File: src/rtl/uart_sched_pkg.sv
// Shared types and constants for the UART frame scheduler.
// A frame is a header byte, the payload bytes (MSB first), then an XOR check byte.
package uart_sched_pkg;

    typedef enum logic [1:0] {
        IDLE,
        HEADER,
        DATA,
        CHECK
    } state_e;

    localparam logic [3:0] HEADER_TAG = 4'hA;

    function automatic int frame_len(input int data_bytes);
        return data_bytes + 2;
    endfunction

endpackage

File: src/rtl/rr_arbiter.sv
// Round-robin arbiter: combinational one-hot grant, registered last-grant pointer.
// The search starts one past the last granted requester and wraps modulo N.
module rr_arbiter #(
    parameter int N = 4
) (
    input  logic         clk,
    input  logic         rst_n,
    input  logic [N-1:0] req,
    input  logic         update_en,
    output logic [N-1:0] grant
);

    localparam int PTR_W = $clog2(N);

    logic [PTR_W-1:0] last_q, last_d;

    // NOTE: every combinational output gets a default before any branch, so no path infers a latch.
    always_comb begin
        logic [PTR_W-1:0] idx;
        idx    = '0;
        grant  = '0;
        last_d = last_q;
        for (int k = 1; k <= N; k++) begin
            idx = PTR_W'((int'(last_q) + k) % N);
            if (grant == '0 && req[idx]) begin
                grant[idx] = 1'b1;
                if (update_en) begin
                    last_d = idx;
                end
            end
        end
    end

    // Pointer resets to N-1 so requester 0 is searched first.
    always_ff @(posedge clk or negedge rst_n) begin
        if (!rst_n) begin
            last_q <= PTR_W'(N - 1);
        end else begin
            last_q <= last_d;
        end
    end

endmodule

File: src/rtl/uart_tx_scheduler.sv
// Picks one requester word round-robin and emits it as a byte frame:
// header {A, index}, payload MSB byte first, then the XOR of all preceding bytes.
module uart_tx_scheduler
    import uart_sched_pkg::*;
#(
    parameter  int NUM_REQ    = 4,
    parameter  int DATA_BYTES = 3,
    localparam int DATA_W     = DATA_BYTES * 8
) (
    input  logic                      clk,
    input  logic                      rst_n,
    input  logic [NUM_REQ-1:0]        req_valid,
    output logic [NUM_REQ-1:0]        req_ready,
    input  logic [NUM_REQ*DATA_W-1:0] req_data,
    output logic                      byte_valid,
    input  logic                      byte_ready,
    output logic [7:0]                byte_data,
    output logic                      busy,
    output logic [15:0]               frame_count
);

    localparam int CNT_W = $clog2(frame_len(DATA_BYTES));

    state_e              state_q, state_d;
    logic [DATA_W-1:0]   payload_q, payload_d;
    logic [CNT_W-1:0]    cnt_q, cnt_d;
    logic                byte_valid_q, byte_valid_d;
    logic [7:0]          byte_data_q, byte_data_d;
    logic [7:0]          chk_q, chk_d;
    logic [15:0]         frame_count_q, frame_count_d;

    logic [NUM_REQ-1:0]  grant;
    logic                word_xfer;
    logic                byte_xfer;
    logic [DATA_W-1:0]   sel_payload;
    logic [3:0]          sel_idx;
    logic [7:0]          next_byte;

    rr_arbiter #(.N(NUM_REQ)) u_arb (
        .clk       (clk),
        .rst_n     (rst_n),
        .req       (req_valid),
        .update_en (word_xfer),
        .grant     (grant)
    );

    assign req_ready   = (state_q == IDLE) ? grant : '0;
    assign word_xfer   = |(req_valid & req_ready);
    assign byte_xfer   = byte_valid_q & byte_ready;
    assign byte_valid  = byte_valid_q;
    assign byte_data   = byte_data_q;
    assign busy        = (state_q != IDLE);
    assign frame_count = frame_count_q;

    // cnt_q is the index of the next payload byte to present.
    assign next_byte = 8'(payload_q >> (8 * (DATA_BYTES - 1 - int'(cnt_q))));

    always_comb begin
        sel_payload = '0;
        sel_idx     = '0;
        for (int i = 0; i < NUM_REQ; i++) begin
            if (grant[i]) begin
                sel_payload = req_data[i*DATA_W +: DATA_W];
                sel_idx     = 4'(i);
            end
        end
    end

    always_comb begin
        state_d       = state_q;
        payload_d     = payload_q;
        cnt_d         = cnt_q;
        byte_valid_d  = byte_valid_q;
        byte_data_d   = byte_data_q;
        chk_d         = chk_q;
        frame_count_d = frame_count_q;
        case (state_q)
            IDLE: if (word_xfer) begin
                payload_d    = sel_payload;
                byte_valid_d = 1'b1;
                byte_data_d  = {HEADER_TAG, sel_idx};
                chk_d        = {HEADER_TAG, sel_idx};
                cnt_d        = '0;
                state_d      = HEADER;
            end
            HEADER: if (byte_xfer) begin
                byte_data_d = next_byte;
                chk_d       = chk_q ^ next_byte;
                cnt_d       = CNT_W'(1);
                state_d     = DATA;
            end
            DATA: if (byte_xfer) begin
                if (cnt_q == CNT_W'(DATA_BYTES)) begin
                    byte_data_d = chk_q;
                    state_d     = CHECK;
                end else begin
                    byte_data_d = next_byte;
                    chk_d       = chk_q ^ next_byte;
                    cnt_d       = cnt_q + CNT_W'(1);
                end
            end
            CHECK: if (byte_xfer) begin
                byte_valid_d  = 1'b0;
                frame_count_d = frame_count_q + 16'd1;
                cnt_d         = '0;
                state_d       = IDLE;
            end
            default: state_d = IDLE;
        endcase
    end

    // NOTE: flops use <= so every register samples the pre-edge values of the others.
    // NOTE: the payload buffer is reset too, so nothing from an abandoned frame survives reset.
    always_ff @(posedge clk or negedge rst_n) begin
        if (!rst_n) begin
            state_q       <= IDLE;
            payload_q     <= '0;
            cnt_q         <= '0;
            byte_valid_q  <= 1'b0;
            byte_data_q   <= '0;
            chk_q         <= '0;
            frame_count_q <= '0;
        end else begin
            state_q       <= state_d;
            payload_q     <= payload_d;
            cnt_q         <= cnt_d;
            byte_valid_q  <= byte_valid_d;
            byte_data_q   <= byte_data_d;
            chk_q         <= chk_d;
            frame_count_q <= frame_count_d;
        end
    end

endmodule
File: config.mk
export PLATFORM = sky130hd
export DESIGN_NAME = uart_tx_scheduler
export DESIGN_NICKNAME = d
export VERILOG_FILES = /design/src/rtl/uart_sched_pkg.sv /design/src/rtl/rr_arbiter.sv /design/src/rtl/uart_tx_scheduler.sv
export SDC_FILE = /design/constraint.sdc
export NUM_CORES = 1
export LEC_CHECK = 0
export ABC_AREA = 1
export ABC_CLOCK_PERIOD_IN_PS = 6480
export CAP_MARGIN = 15
export CORE_ASPECT_RATIO = 1.4
export CORE_UTILIZATION = 40
export CTS_CLUSTER_DIAMETER = 200
export CTS_CLUSTER_SIZE = 20
export DETAILED_ROUTE_END_ITERATION = 8
export PLACE_DENSITY = 0.7
export SLEW_MARGIN = 25
export SYNTH_ARGS = -nofsm -noshare
export SYNTH_HDL_FRONTEND = slang
export SYNTH_SLANG_ARGS = --single-unit
File: constraint.sdc
create_clock -name clk -period 6.48 [get_ports clk]
set_input_delay 0.972 -clock clk [delete_from_list [all_inputs] [get_ports clk]]
set_output_delay 0.972 -clock clk [all_outputs]
set_load 0.03 [all_outputs]
# [Word level (Yosys, flattened, before mapping)]
# Index checks and enable logic that the tools add are counted.
[totals] inputBits=103 regBits=64 rom_bits=0 ram_bits=0 out_inout_bits=30 n_memories=0 elab_cells=122 latch_bits=0
[op_classes] n_eq_ne=10 add_sub_neg=7 n_mul=0 magnitude_cmp=8 div=0 shift=1 reduce_logical=22 muxes=60 bitwise_logic=6
[op_table] operator="$mux W24" n=4
[op_table] operator="$mux W8" n=7
[op_table] operator="$pmux W8 S3" n=2
[op_table] operator="$shr A24 B32 Y8" n=1
[op_table] operator="$mux W4" n=7
[op_table] operator="$mux W2" n=13
[op_table] operator="$add A16 B1 Y16 const B" n=1
[op_table] operator="$mux W3" n=5
[op_table] operator="$reduce_and A5 Y1" n=3
[op_table] operator="$logic_not A4 Y1" n=3
[op_table] operator="$lt A2 B3 Y1 const B" n=4
[op_table] operator="$or A4 B4 Y4" n=3
[op_table] operator="$pmux W3 S4" n=1
[op_table] operator="$mux W1" n=11
[op_table] operator="$ne A2 B2 Y1 const B" n=5
[op_table] operator="$bmux W1 S2" n=4
[op_table] operator="$demux W1 S2" n=4
[op_table] operator="$ge A2 B1 Y1 const B" n=4
[op_table] operator="$pmux W2 S4" n=1
[op_table] operator="$xor A8 B8 Y8" n=1
[op_table] operator="$logic_and A1 B1 Y1" n=7
[op_table] operator="$add A2 B1 Y2 const B" n=2
[op_table] operator="$add A2 B2 Y2 const B" n=2
[op_table] operator="$and A4 B4 Y4" n=1
[op_table] operator="15 further kinds" n=18

# [Depth between registers and ports, before layout]
[depth] ltp_word=26 mapped_depth=24 ltp_nobuf=24

# [Cells and area by module]
# A second synthesis with hierarchy kept.
[hier_totals] hier_cells=714 area_unflattened_um2=4889.7
[by_module_without_submodules] mod="uart_tx_scheduler" seq_area_each_um2=1551.5 n_inst=1 cells_per_inst=602 area_each_um2=4115.2
[by_module_without_submodules] mod="rr_arbiter" seq_area_each_um2=52.6 n_inst=1 cells_per_inst=112 area_each_um2=774.5

# [Worst setup path after synthesis]
# OpenSTA, ideal clock, no wires.
[synth_timing] path_kind="register to output" from="reg u_arb.last_q[0]" to="out req_ready[0]" path_buffers=1 slack_ps=2589 t_arrival_ps=2919 required_ps=5508 stages_incl_launch_ff=18 path_cell_list="dfstp_2 -> inv_2 -> ha_1 -> inv_1 -> nand3_2 -> nand2_2 -> o31ai_4 -> nand3_1 -> nand2_2 -> nor2_2 -> nand3_1 -> nand2_2 -> nor2_2 -> nand3_1 -> nand2_2 -> clkbuf_1 -> inv_1 -> nor2_1"
[synth_via] elab_chain_cells=16 word_cells_on_any_way=46 classes_between="add/sub: 4; order compare: 8; mux: 21; bitwise: 3; reduce/logical: 10"
[synth_rtl] item="start: declaration" line="rr_arbiter.sv:15" text="logic [PTR_W-1:0] last_q, last_d;"
[synth_rtl] item="start signal: assignment" line="rr_arbiter.sv:37" text="last_q <= PTR_W'(N - 1);"
[synth_rtl] item="start signal: assignment" line="rr_arbiter.sv:39" text="last_q <= last_d;"
[synth_rtl] item="$add A2 B1 Y2" line="rr_arbiter.sv:24" text="idx = PTR_W'((int'(last_q) + k) % N);"
[synth_rtl] item="$lt A2 B3 Y1 (not written as such) / $ge A2 B1 Y1 (equally long branches)" line="rr_arbiter.sv:26" text="grant[idx] = 1'b1;"
[synth_rtl] item="$logic_and A1 B1 Y1 (not written as such)" line="rr_arbiter.sv:26"
[synth_rtl] item="$mux W1 (not written as such)" line="rr_arbiter.sv:26"
[synth_rtl] item="$demux W1 S2"
[synth_rtl] item="$mux W4" line="rr_arbiter.sv:25" text="if (grant == '0 && req[idx]) begin"
[synth_rtl] item="$logic_not A4 Y1" line="rr_arbiter.sv:25"
[synth_rtl] item="$logic_and A1 B1 Y1" line="rr_arbiter.sv:25"
[synth_rtl] item="$mux W4" line="rr_arbiter.sv:25"
[synth_rtl] item="$logic_not A4 Y1" line="rr_arbiter.sv:25"
[synth_rtl] item="$logic_and A1 B1 Y1" line="rr_arbiter.sv:25"
[synth_rtl] item="$mux W4" line="rr_arbiter.sv:25"
[synth_rtl] item="$logic_not A4 Y1" line="rr_arbiter.sv:25"
[synth_rtl] item="$logic_and A1 B1 Y1" line="rr_arbiter.sv:25"
[synth_rtl] item="$mux W4 (*)" line="rr_arbiter.sv:25"
[synth_rtl] item="$mux W4 (*)" line="uart_tx_scheduler.sv:47" text="assign req_ready = (state_q == IDLE) ? grant : '0;"
[synth_rtl] item="end: declaration" line="uart_tx_scheduler.sv:13" text="output logic [NUM_REQ-1:0] req_ready,"
# Mark *: on every way between the ends. The rest lies on a longest branch, timed or not. The select of a mux whose other input is x is not followed.

# [Final worst setup path]
[layout_timing] from="reg u_arb.last_q[0]" to="out req_ready[3]"
# Same word-level chain as after synthesis.

==> metrics.txt <==
status=finished, final reports clean; largest net degree at the start of global routing=65; # port buffers=132; First-pass DRT Iterations=5; setup_tns=0 ns; fmax=0.183 GHz; skew final=0.00463 ns; non-filler cells, final=924; Filler cells=1051; Setup Fix Bufs, Post-CTS=0; Primary FF master, synth=dfrtp_1; # clock sinks=64; Vias per Instance=5.16; # resized after CTS=0; Die Span Y=127 um; post-synthesis mux area share=0%; footprint of the multi-input gates=2570 um^2; Synth Area in XOR/XNOR=4.10%; adder-cell share of the synthesized area=4.18%; Hold Crit Class=reg -> reg; vias in the first global route=4793; DR WL/cell=14.2 um; clock latency on the worst-skew pair=0.33 ns; 1st-iter DRT viols=244; IO Count=133; worst setup slack after layout=1.03 ns; Syn Std Cell Area=4490 um^2; H-tree levels=3; endpoint type of the worst setup path=output port; Async S/R FF share, synth=100%; Setup Slack @ Placement=1.18 ns; Crit Path Max Fanout=28; total die area=11600 um^2; antenna violations before repair=0; remaining routing DRC violations=0; final instance area=6170 um^2; Slew HR=39.6%; EDFF count, synth=0; via count=4764; post-synthesis cell count=658; post-route ant nets=0; Placed Area=5880 um^2; CORE AREA=10900 um^2; Worst Path Arrival=4.48 ns; Placed Instances=909; post-synth cell types=39; Peak VDD IR=0.125 mV; gr ovfl total=0; CTS tree=yes; Setup Crit Path Kind=reg -> out; Num CTS Buffers=9; Yosys warning count=0; most frequent cells in the layout=nand2_1 (233), clkdlybuf4s50_1 (131), dfrtp_1 (62); post-synthesis simple-gate area fraction=35.7%; register area share after synthesis=35.8%; CTS Hold Bufs=0; wire length of the first global-routing pass=22000 um; crit start category=flop; Site Rows=45; WL final=13100 um; layout cells sized above 1=6.39%; most common cell after layout, fill and taps aside=nand2_1; total track usage=23.6%; Final Hold Vio Count=0; P per Cell Area=161 nW/um^2; Initial Utilization=41.3%; final total power=996 uW; Max-Cap Viols=0; final setup vio count=0; unrepaired setup endpoints after global routing=no; Synth Register Bits=64; Synth Area in Compound Gates=13.2%; CTS Root Cell=clkbuf_16; Leak=0.00282 uW; Die Width=91.5 um; worst-margin pin slew=0.904 ns; Layout Nets=897; # diodes=0; largest family of logic cells by synthesized area=simple AND/OR/NAND/NOR gates; Tcrit/Tclk final=84.2%; Critical Path RT=5.51 ns; Final Wtd Congestion=0.850; Max Slew Vio Count=0; Clock Pin Slew Worst Setup and Hold Paths=0.05 ns; Syn Area/Cell=6.82 um^2; CTS max path bufs=2; sequential cell area=1600 um^2; Area Growth Syn to Fin=37.6%; hpwl dp=10100 um; Post-Syn Nets=776; minimum clock period after layout=5.45 ns
-- power breakdown --
| part | switching, uW | leakage [uW] | internal [uW] |
|---|---|---|---|
| Combinational | 60.7 | 0.00186 | 69.3 |
| Clock | 161 | 0.000139 | 305 |
| Sequential | 0 | 0.000814 | 400 |
| Total | 221 | 0.00282 | 775 |
-- layout make-up --
cell class,count,share of cell area [%]
timing repair buffer,134,21.6
clock inverter,3,0.689
sequential,64,26.0
multi-input combinational,516,41.6
inverter,54,3.28
tap,141,2.86
clock buffer,12,3.99
-- per-stage QoR --
step           hold WS [ns]  utilization (%)
2_1_floorplan         0.442                -
6_report              0.472             56.8
5_1_grt               0.499             56.8
3_3_place_gp          0.454             54.1
3_5_place_dp          0.464             54.1
4_1_cts               0.479             56.8
-- routing by layer --
layer,up-vias,global-route usage (%),wire length [um]
met1,2222,26.4,5210
met3,29,3.15,522
met5,-,0,0
li1,2375,-,-
met4,0,10.3,378
met2,138,44.1,7010
-- cells in the mapped netlist (6+ instances only) --
library cell | number | area share [%]
xor2_1 | 15 | 2.9
o21ai_0 | 30 | 3.3
a31oi_1 | 24 | 3.3
nand2_1 | 233 | 19
clkbuf_1 | 13 | 1.1
buf_2 | 8 | 0.89
ha_1 | 15 | 4.2
o22ai_1 | 9 | 1.3
xnor2_1 | 6 | 1.2
nand3_1 | 32 | 3.6
nand2_2 | 12 | 1.7
dfrtp_1 | 62 | 35
nor3_1 | 26 | 2.9
nor2_1 | 55 | 4.6
inv_1 | 49 | 4.1
a21oi_1 | 28 | 3.1
-- state kept, by name, indices dropped and copies added (netlist names) --
signal and cells:
payload_q 24, chk_q 8, frame_count 16, u_arb.last_q 2, byte_data 8, cnt_q 3, state_q 2, byte_valid 1
-- critical path: stages, from the launching register on --
cell	delay, ns
dfstp_2	0.68
inv_2	0.17
ha_1	0.41
inv_1	0.12
nand3_2	0.10
nand2_2	0.10
o31ai_4	0.10
nand3_1	0.14
nand2_1	0.12
nor2_2	0.07
nand3_1	0.10
nand2_2	0.07
nor2_2	0.19
nand3_1	0.11
nand2_2	0.43
inv_2	0.33
nor2_1	0.18
clkdlybuf4s50_1	0.69
-- final timing paths --
kind	startpoint	to	slack (ns)	depth (start not counted)
worst max-delay path	u_arb.last_q[0]	req_ready[3]	1.03	17
worst min-delay path	byte_data[7]	byte_data[7]	0.47	2
worst max register to register	u_arb.last_q[0]	payload_q[19]	1.77	19
worst min register to register	byte_data[7]	byte_data[7]	0.47	2
max in group asynchronous	rst_n	payload_q[9]	5.14	2
min in group asynchronous	rst_n	frame_count[4]	0.83	2
-- kinds of logic after synthesis --
group / count (synthesis)
XOR/XNOR: 21
buffers and inverters: 78
adder cells (fa/ha/maj): 15
flip-flops: 64
AND/OR/NAND/NOR: 377
AO/OA/AOI/OAI: 103
No activity file was read; power rests on OpenSTA's default activity.
